## src/rtl/add_vec_pkg.sv

```systemverilog
// Shared types and constants for the add_vec_gen test-vector generator:
// FSM states, packed-word field positions and the golden-word builder.
package add_vec_pkg;

  typedef enum logic [1:0] {
    IDLE = 2'd0,
    RUN  = 2'd1,
    DONE = 2'd2
  } state_t;

  localparam int VEC_W     = 16;
  localparam int OPND_W    = 4;
  localparam int NUM2_LSB  = 9;
  localparam int NUM1_LSB  = 5;
  localparam int SUM_LSB   = 1;
  localparam int CARRY_BIT = 0;

  localparam logic MODE_SWEEP = 1'b0;
  localparam logic MODE_LFSR  = 1'b1;

  // Carry comes from the 5-bit sum, so nothing is truncated before the split.
  function automatic logic [VEC_W-1:0] make_word(input logic [OPND_W-1:0] num1,
                                                 input logic [OPND_W-1:0] num2);
    logic [OPND_W:0]  total;
    logic [VEC_W-1:0] w;
    total = {1'b0, num1} + {1'b0, num2};
    w = '0;
    w[NUM2_LSB +: OPND_W] = num2;
    w[NUM1_LSB +: OPND_W] = num1;
    w[SUM_LSB +: OPND_W]  = total[OPND_W-1:0];
    w[CARRY_BIT]          = total[OPND_W];
    return w;
  endfunction

  function automatic logic [7:0] lfsr_next(input logic [7:0] s);
    return {s[6:0], s[7] ^ s[5] ^ s[4] ^ s[3]};
  endfunction

endpackage

```

## src/rtl/add_vec_lfsr.sv

```systemverilog
// 8-bit Fibonacci LFSR operand source; only present when ADD_VEC_LFSR_EN is defined.
// Reloads SEED on reset or load, advances only on step.
`ifdef ADD_VEC_LFSR_EN
module add_vec_lfsr
  import add_vec_pkg::*;
#(
  parameter logic [7:0] SEED = 8'hA5
) (
  input  logic       clk,
  input  logic       rst,
  input  logic       load,
  input  logic       step,
  output logic [7:0] q
);

  logic [7:0] q_q;
  logic [7:0] q_d;

  always_comb begin
    q_d = q_q;
    if (load) begin
      q_d = SEED;
    end else if (step) begin
      q_d = lfsr_next(q_q);
    end
  end

  always_ff @(posedge clk) begin
    if (rst) begin
      q_q <= SEED;
    end else begin
      q_q <= q_d;
    end
  end

  assign q = q_q;

endmodule
`endif

```

## src/rtl/add_vec_gen.sv

```systemverilog
// Golden test-vector producer for the 4-bit adder, streaming packed words over valid/ready.
// Optional pseudo-random operand mode is built in when ADD_VEC_LFSR_EN is defined.
module add_vec_gen
  import add_vec_pkg::*;
#(
  parameter int         NUM_TESTS = 24,
  parameter logic [7:0] SEED      = 8'hA5
) (
  input  logic             clk,
  input  logic             rst,
  input  logic             start,
  input  logic             mode,
  output logic             busy,
  output logic             done,
  output logic             vec_valid,
  input  logic             vec_ready,
  output logic [VEC_W-1:0] vec_data,
  output logic [7:0]       vec_idx
);

  localparam logic [7:0] LAST_IDX = 8'(NUM_TESTS - 1);

  state_t           state_q, state_d;
  logic             busy_q, busy_d;
  logic             done_q, done_d;
  logic             valid_q, valid_d;
  logic [VEC_W-1:0] data_q, data_d;
  logic [7:0]       idx_q, idx_d;
  logic             mode_q, mode_d;

  logic             mode_eff;
  logic [VEC_W-1:0] seed_word;
  logic [VEC_W-1:0] step_word;
  logic             handshake;
  logic [7:0]       idx_inc;

  assign handshake = valid_q & vec_ready;
  assign idx_inc   = idx_q + 8'd1;

`ifdef ADD_VEC_LFSR_EN
  logic [7:0] lfsr_q;
  logic [7:0] lfsr_step_val;

  add_vec_lfsr #(
    .SEED (SEED)
  ) u_lfsr (
    .clk  (clk),
    .rst  (rst),
    .load ((state_q == IDLE) & start),
    .step ((state_q == RUN) & handshake),
    .q    (lfsr_q)
  );

  // The word after a handshake must come from the value the LFSR is stepping to.
  assign lfsr_step_val = lfsr_next(lfsr_q);
  assign mode_eff      = mode;
  assign seed_word     = make_word(SEED[3:0], SEED[7:4]);
  assign step_word     = make_word(lfsr_step_val[3:0], lfsr_step_val[7:4]);
`else
  logic [8:0] unused_cfg;
  assign unused_cfg = {mode, SEED};
  assign mode_eff   = MODE_SWEEP;
  assign seed_word  = '0;
  assign step_word  = '0;
`endif

  always_comb begin
    state_d = state_q;
    idx_d   = idx_q;
    data_d  = data_q;
    mode_d  = mode_q;
    case (state_q)
      IDLE: begin
        if (start) begin
          state_d = RUN;
          idx_d   = 8'd0;
          mode_d  = mode_eff;
          data_d  = (mode_eff == MODE_LFSR) ? seed_word : make_word(4'd0, 4'd0);
        end
      end
      RUN: begin
        if (handshake) begin
          if (idx_q == LAST_IDX) begin
            state_d = DONE;
          end else begin
            idx_d  = idx_inc;
            data_d = (mode_q == MODE_LFSR) ? step_word
                                           : make_word(idx_inc[3:0], idx_inc[7:4]);
          end
        end
      end
      DONE:    state_d = IDLE;
      default: state_d = IDLE;
    endcase
    busy_d  = (state_d != IDLE);
    done_d  = (state_d == DONE);
    valid_d = (state_d == RUN);
  end

  always_ff @(posedge clk) begin
    if (rst) begin
      state_q <= IDLE;
      busy_q  <= 1'b0;
      done_q  <= 1'b0;
      valid_q <= 1'b0;
      data_q  <= '0;
      idx_q   <= 8'd0;
      mode_q  <= MODE_SWEEP;
    end else begin
      state_q <= state_d;
      busy_q  <= busy_d;
      done_q  <= done_d;
      valid_q <= valid_d;
      data_q  <= data_d;
      idx_q   <= idx_d;
      mode_q  <= mode_d;
    end
  end

  assign busy      = busy_q;
  assign done      = done_q;
  assign vec_valid = valid_q;
  assign vec_data  = data_q;
  assign vec_idx   = idx_q;

endmodule

```

## config.mk

```make
export PLATFORM = sky130hd
export DESIGN_NAME = add_vec_gen
export DESIGN_NICKNAME = d
export VERILOG_FILES = /design/src/rtl/add_vec_pkg.sv /design/src/rtl/add_vec_lfsr.sv /design/src/rtl/add_vec_gen.sv
export SDC_FILE = /design/constraint.sdc
export NUM_CORES = 1
export LEC_CHECK = 0
export CORE_MARGIN = 2
export CORE_UTILIZATION = 48
export CTS_CLUSTER_SIZE = 30
export DETAILED_ROUTE_END_ITERATION = 6
export PLACE_DENSITY_LB_ADDON = 0.3
export SETUP_SLACK_MARGIN = 0.02
export SYNTH_ARGS = -nofsm -noshare
export SYNTH_HDL_FRONTEND = slang
export SYNTH_SLANG_ARGS = --single-unit
```

## constraint.sdc

```tcl
create_clock -name clk -period 3.2 [get_ports clk]
set_input_delay 0.64 -clock clk [delete_from_list [all_inputs] [get_ports clk]]
set_output_delay 0.64 -clock clk [all_outputs]
set_load 0.02 [all_outputs]
```

==> results of run 1 <==
-- worst max-delay path: stages, from the launching register on --
cell and delay (ps):
sky130_fd_sc_hd__dfxtp_1 510, sky130_fd_sc_hd__nand3_1 240, sky130_fd_sc_hd__nor2_1 180, sky130_fd_sc_hd__xnor2_1 200
sky130_fd_sc_hd__inv_1 90, sky130_fd_sc_hd__ha_1 300, sky130_fd_sc_hd__a21o_1 170, sky130_fd_sc_hd__a21oi_1 180
sky130_fd_sc_hd__xnor2_1 90, sky130_fd_sc_hd__a22o_2 200
-- cell type report --
class                   instances  area (um^2)  share of cell area
clock buffers                   3         22.5              0.0188
inverters                       6         22.5              0.0188
multi-input cells              61          488               0.408
flip-flops and latches         18          360               0.301
well taps                      27         33.8              0.0282
repair buffers                 27          270               0.226
-- per-layer routing --
| layer | part of all wire | vias up |
|---|---|---|
| met1 | 0.45 | 326 |
| met3 | 0.036 | 4 |
| met5 | 0 | - |
| li1 | - | 368 |
| met2 | 0.49 | 17 |
| met4 | 0.023 | 0 |
-- per-stage QoR --
step	util	setup WS [ps]
6_report	0.617	935
3_3_place_gp	0.605	989
4_1_cts	0.617	919
2_1_floorplan	-	927
5_1_grt	0.617	710
3_5_place_dp	0.605	932
-- power breakdown --
group / internal [mW] / switching [mW] / leakage, nW / total [mW]
Sequential: 0.227 / 0.00250 / 0.146 / 0.230
Clock: 0.0438 / 0.0657 / 0.0138 / 0.109
Combinational: 0.0127 / 0.0175 / 0.332 / 0.0302
-- synth_stat cells, drive strengths merged --
cell type and number:
o21a 1, nand2 2, fa 1, clkbuf 1
xor2 2, nor2 5, nor3 2, buf 14
a21o 2, o31a 1, nor3b 1, and3 4
dfxtp 18, xnor2 6, inv 6, a221o 2
conb 1, mux2 1, o2bb2ai 3, a22o 7
a21boi 2, o311a 1, o311ai 1, ha 5
a21oi 3, and2b 1, or4b 1, nand3 4
-- final timing paths --
kind,startpoint,end,slack (ps)
max,vec_idx[2],vec_data[4],930
max reg2reg,vec_idx[2],vec_data[4],930
min reg2reg,vec_data[2],vec_data[2],470
min,vec_data[2],vec_data[2],470
-- state kept, by name (all words and copies together), names as in the netlist --
register / flops
state_q: 2
vec_valid: 1
vec_data: 6
done: 1
vec_idx: 7
busy: 1
-- cells by family after synthesis --
group | Yosys count | share of synthesized area
muxes | 1 | 0.0115
and+or+nand+nor | 20 | 0.119
AOI/OAI and AO/OA | 23 | 0.201
xor gates and xnor gates | 8 | 0.0715
DFF | 18 | 0.368
adders and majority gates | 6 | 0.0843
buffers and inverters | 21 | 0.142
other | 1 | 0.00383
==> Implementation_results.wiki, run 1 <==
{| class="wikitable"
! Metric !! Value
|-
| Leakage power figure || 0.492 nW
|-
| Area post-placement || between 1000 and 1500 um^2
|-
| Final Total Pwr || ~0.37 mW
|-
| Final routed wire length divided by cell count || between 10 and 15 um
|-
| Final-layout worst hold slack || ~470 ps
|-
| Met3 Track Usage GR || 0.0399
|-
| Pwr per Cell Area || slightly above 300 nW/um^2
|-
| Die W || 49.2 um
|-
| Placed wire-length estimate || 1320 um
|-
| Average instance area after synthesis || between 9 and 10 um^2
|-
| Max transition margin || 0.544
|-
| CTS max path bufs || 2
|-
| Biggest fanout along the worst timing path || 9
|-
| Outcome || completed
|-
| Largest area contributor in the synthesized netlist || sky130_fd_sc_hd__dfxtp_1
|-
| Required time at the worst-slack endpoint || 3390 ps
|-
| Share of cells above drive strength 1 || 0.122
|-
| Synth cell types || 31
|-
| Number of register bits inferred by synthesis || 18
|-
| Clock tree root buffer cell || sky130_fd_sc_hd__clkbuf_4
|-
| PortBufs || 27
|-
| Antenna violations before repair || 0
|-
| Number of DRC markers in iteration 0 || 7
|-
| Number of primary I/O pins || 32
|-
| First-pass GRT wire length || 3150 um
|-
| Number of iterations in the first detailed-routing pass || 4
|-
| Placeable core region || ~1900 um^2
|-
| Vias || just over 700
|-
| Category of the most critical setup path || register to register
|-
| Largest net degree at the start of global routing || 14
|-
| Number of warnings reported in the yosys synthesis log || 0
|-
| Worst Hold Class || register to register
|-
| Gpl congestion || 0.740
|-
| Crit path capture type || register
|-
| RSZ-0062 raised after global routing || no
|-
| Number of global-route vias before repair || about 700
|-
| Post-synthesis sequential area ratio || 0.368
|-
| Period Utilization, post-route || 0.708
|-
| Wire length after detailed routing || approximately 1800 um
|-
| Clock insertion delay at the later pin of the skew report || just under 300 ps
|-
| ANT nets after route || 0
|-
| Clk pin slew, worst setup/hold paths || 100 ps
|-
| Placed Cells incl. Taps || 139
|-
| Netlist area before placement || around 980 um^2
|-
| Most frequent cells in the layout || sky130_fd_sc_hd__clkdlybuf4s50_1, sky130_fd_sc_hd__dfxtp_1, sky130_fd_sc_hd__a22o_2
|-
| Total global routing overflow || 0
|-
| Vertical die dimension || 49.2 um
|-
| Number of instances resized during post-cts repair || 0
|-
| Register-to-Register Path Depth || 9
|-
| Final hold violations || 0
|-
| Gate count of the mapped netlist || 98
|-
| Slew of the pin with the lowest slew margin || around 670 ps
|-
| Global-route layer with the greatest usage || met2
|-
| Share of Yosys cell area claimed by the top area cell type || 0.368
|-
| WHS Path Cells || 1
|-
| Layout overhead on the synthesized area || 22.2%
|-
| Total clock buffers created by CTS || 3
|-
| Final worst clock skew || about 3.8 ps
|-
| Most common cell after layout, fill and taps aside || sky130_fd_sc_hd__clkdlybuf4s50_1
|-
| Nature of the critical path startpoint || register
|-
| Number of diodes added for antenna fixing || 0
|-
| Finish-stage setup viols || 0
|-
| Final Max Slew Viols || 0
|-
| Met2 usage in global routing || 0.275
|-
| Peak supply drop || 186 uV
|-
| Total non-filler cell area in the finished layout || between 1000 and 1500 um^2
|-
| Number of H-tree levels || 1
|-
| Final net count || 128
|-
| Overall die area || 2420 um^2
|-
| Maximum capacitance violations || 0
|-
| Effective utilization at floorplan || 0.505
|-
| Total of hold buffers inserted after clock tree synthesis || 0
|-
| CTS tree || yes
|-
| CTS Sinks || 18
|-
| Count of non-filler cells in the finished layout || approximately 140
|-
| CP arrival || ~2500 ps
|-
| Overall Global Routing Usage || 0.169
|-
| Met1 track utilization from global routing || 0.207
|-
| Count of fill cells added during filler insertion || ~180
|-
| Final sum of negative setup slack || 0 ps
|-
| Ranking of synthesized cells by area || sky130_fd_sc_hd__dfxtp_1, sky130_fd_sc_hd__buf_4, sky130_fd_sc_hd__a22o_2
|-
| Max Freq || between 0.4 and 0.5 GHz
|-
| # DRC || 0
|-
| Number of post-CTS setup repair buffers || 0
|-
| Clock period minus final worst setup slack || roughly 2300 ps
|-
| Via-to-Cell Ratio || 5.04
|-
| Number of rows in the core area || 16
|}
No activity file was read; power rests on OpenSTA's default activity.
==> run 2, diff against run 1 <==
CORE_UTILIZATION = 40   (was 48)
clock period = 1.91 ns   (was 3.2 ns; I/O delays follow)
==> run 2 against run 1 <==
- fmax increased by 20%
- via count increased by 14%
- critical path type unchanged
- clock skew increased by 2.4 ps
- largest cell class unchanged
- power increased by 73%
- cell count increased by 13%
- sequential share of layout area decreased by 3.6 points
==> Implementation_results.wiki, run 2 (synthesis results as in run 1) <==
{| class="wikitable"
! Metric !! Value
|-
| Final routed wire length divided by cell count || 12.3 um (was 12.8 um)
|-
| Most frequent cells in the layout || sky130_fd_sc_hd__clkdlybuf4s50_1, sky130_fd_sc_hd__buf_4, sky130_fd_sc_hd__dfxtp_1 (was sky130_fd_sc_hd__clkdlybuf4s50_1, sky130_fd_sc_hd__dfxtp_1, sky130_fd_sc_hd__a22o_2)
|-
| Placeable core region || 2250 um^2 (was 1940 um^2)
|-
| Source of the critical timing path || vec_idx[0] (was vec_idx[2])
|-
| Overall Global Routing Usage || 0.156 (was 0.169)
|-
| Worst R2R Setup Slack || 20 ps (was 930 ps)
|-
| Chain of cells forming the critical path || ha_4, nand3_4, xnor2_2, ha_2, inv_2, fa_2, xnor2_2, a22o_2 (was nand3_1, nor2_1, xnor2_1, inv_1, ha_1, a21o_1, a21oi_1, xnor2_1, a22o_2)
|-
| # DRC || 0 (unchanged)
|-
| Total clock buffers created by CTS || 3 (unchanged)
|-
| Placed Cells incl. Taps || 153 (was 139)
|-
| Outcome || completed (unchanged)
|-
| Critical path's most frequent cell || sky130_fd_sc_hd__xnor2_2 (was sky130_fd_sc_hd__xnor2_1)
|-
| PortBufs || 27 (unchanged)
|-
| Largest net degree at the start of global routing || 14 (unchanged)
|-
| CTS tree || yes (unchanged)
|-
| Vias || 816 (was 715)
|-
| Min-delay src || vec_data[0] (was vec_data[2])
|-
| Final-layout worst hold slack || 475 ps (was 471 ps)
|-
| Period Utilization, post-route || 0.992 (was 0.708)
|-
| Final Max Slew Viols || 0 (unchanged)
|-
| Library cell contributing the largest single delay on the critical path || sky130_fd_sc_hd__fa_2 (was sky130_fd_sc_hd__dfxtp_1)
|-
| Clock insertion delay at the later pin of the skew report || 300 ps (was 290 ps)
|-
| Final net count || 145 (was 128)
|-
| Number of diodes added for antenna fixing || 0 (unchanged)
|-
| Internal power || 0.484 mW (was 0.284 mW)
|-
| Pwr per Cell Area || 448 nW/um^2 (was 309 nW/um^2)
|-
| Total non-filler cell area in the finished layout || 1420 um^2 (was 1200 um^2)
|-
| Clock period minus final worst setup slack || 1890 ps (was 2270 ps)
|-
| Layout overhead on the synthesized area || 45.2% (was 22.2%)
|-
| Number of DRC markers in iteration 0 || 11 (was 7)
|-
| Gpl congestion || 0.746 (was 0.740)
|-
| Critical path buffers and inverters || 1 (unchanged)
|-
| Finish-stage setup viols || 0 (unchanged)
|-
| Antenna violations before repair || 0 (unchanged)
|-
| Biggest fanout along the worst timing path || 3 (was 9)
|-
| Endpoint of the lowest-slack register-to-register path || vec_data[3] (was vec_data[4])
|-
| Final hold violations || 0 (unchanged)
|-
| Terminating pin of the worst hold path || vec_data[0] (was vec_data[2])
|-
| Number of iterations in the first detailed-routing pass || 4 (unchanged)
|-
| Psw || 0.153 mW (was 0.0857 mW)
|-
| Category of the most critical setup path || register to register (unchanged)
|-
| Final Total Pwr || 0.637 mW (was 0.370 mW)
|-
| CTS max path bufs || 2 (unchanged)
|-
| Relative contribution of sequential cells to total power || 0.595 (was 0.622)
|-
| Via-to-Cell Ratio || 5.07 (was 5.04)
|-
| Crit path capture type || register (unchanged)
|-
| Final worst clock skew || 6.19 ps (was 3.83 ps)
|-
| Overall die area || 2860 um^2 (was 2420 um^2)
|-
| Peak supply drop || 375 uV (was 186 uV)
|-
| Maximum capacitance violations || 0 (unchanged)
|-
| Wire length after detailed routing || 1990 um (was 1820 um)
|-
| Number of H-tree levels || 1 (unchanged)
|-
| Final sum of negative setup slack || 0 ps (unchanged)
|-
| ANT nets after route || 0 (unchanged)
|-
| Nature of the critical path startpoint || register (unchanged)
|-
| Leakage power figure || 0.599 nW (was 0.492 nW)
|-
| Vertical die dimension || 53.5 um (was 49.2 um)
|-
| WHS Path Cells || 1 (unchanged)
|-
| Net switching share of the total power || 0.240 (was 0.232)
|-
| R2R Path Start || vec_idx[0] (was vec_idx[2])
|-
| Placed wire-length estimate || 1450 um (was 1320 um)
|-
| Number of primary I/O pins || 32 (unchanged)
|-
| Clock network power share || 0.313 (was 0.296)
|-
| Most common cell after layout, fill and taps aside || sky130_fd_sc_hd__clkdlybuf4s50_1 (unchanged)
|-
| Total of hold buffers inserted after clock tree synthesis || 0 (unchanged)
|-
| Total global routing overflow || 0 (unchanged)
|-
| RSZ-0062 raised after global routing || yes (was no)
|-
| Clock tree root buffer cell || sky130_fd_sc_hd__clkbuf_4 (unchanged)
|-
| Area post-placement || 1330 um^2 (was 1170 um^2)
|-
| CP arrival || 2090 ps (was 2460 ps)
|-
| Max Freq || 0.528 GHz (was 0.441 GHz)
|-
| Number of global-route vias before repair || 755 (was 704)
|-
| Die W || 53.5 um (was 49.2 um)
|-
| Max reg flops || 7 (unchanged)
|-
| Count of non-filler cells in the finished layout || 161 (was 142)
|-
| Worst stage delay on the critical path || 390 ps (was 510 ps)
|-
| Number of rows in the core area || 17 (was 16)
|-
| Worst Hold Class || register to register (unchanged)
|-
| Effective utilization at floorplan || 0.435 (was 0.505)
|-
| Clk pin slew, worst setup/hold paths || 100 ps (about the same)
|-
| Register-to-Register Path Depth || 8 (was 9)
|-
| Required time at the worst-slack endpoint || 2110 ps (was 3390 ps)
|-
| First-pass GRT wire length || 3190 um (was 3150 um)
|-
| Share of cells above drive strength 1 || 0.361 (was 0.122)
|-
| CTS Sinks || 18 (unchanged)
|-
| Cell family with most CP delay || adder cells (was compound AO/OA/AOI/OAI gates)
|-
| Combinational share of power || 0.091 (was 0.082)
|}
==> run 2: cell types whose count changed in the layout (fill, tap and decap cells not counted), sizes merged <==
cell and delta:
buf +17, clkbuf +1
==> run 2: how the worst max path moves through the flow <==
stage / end / slack (ps) / cells after the start
2_1_floorplan: vec_data[4] / -6 / 10
3_3_place_gp: vec_data[3] / 10 / 8
3_5_place_dp: vec_data[3] / -0.8 / 8
4_1_cts: vec_data[3] / 30 / 8
5_1_grt: vec_data[4] / -80 / 10
6_report: vec_data[3] / 20 / 8
==> run 2: metrics by stage <==
step | util | worst slack, ps
floorplan | - | -6.26
finish | 0.631 | 15.3
global placement | 0.592 | 10.0
global route | 0.631 | -84.0
detailed placement | 0.592 | -0.849
CTS | 0.610 | 26.3
==> run 2: metal layers <==
layer  vias up  GRT usage  routed length [um]
met5         -          0                   0
met3         4     0.0311                  98
met2        23      0.257                 978
met1       384      0.187                 878
met4         0     0.0897                  29
li1        405          -                   -
==> run 2: power by group through the flow <==
stage / Clock, mW / Sequential [mW] / Combinational (mW)
after floorplan: 0 / 0.394 / 0.0322
final: 0.200 / 0.379 / 0.0582
after CTS: 0.209 / 0.380 / 0.0572
after global placement: 0 / 0.388 / 0.0562
after global routing: 0.222 / 0.380 / 0.0621
after detailed placement: 0 / 0.389 / 0.0567
==> run 2: cell type report <==
class	instances	area (um^2)
fill	207	832
multi-input combinational	61	564
timing repair buffer	44	398
sequential	18	377
tap	28	35.0
clock buffer	4	26.3
inverter	6	22.5
==> run 2: timing repair <==
item                                    CTS  global route
cloned                                    0             0
endpoints found under the setup margin    2             4
resized for setup                         1             6
pin swaps                                 1             8
buffers inserted                          1             3
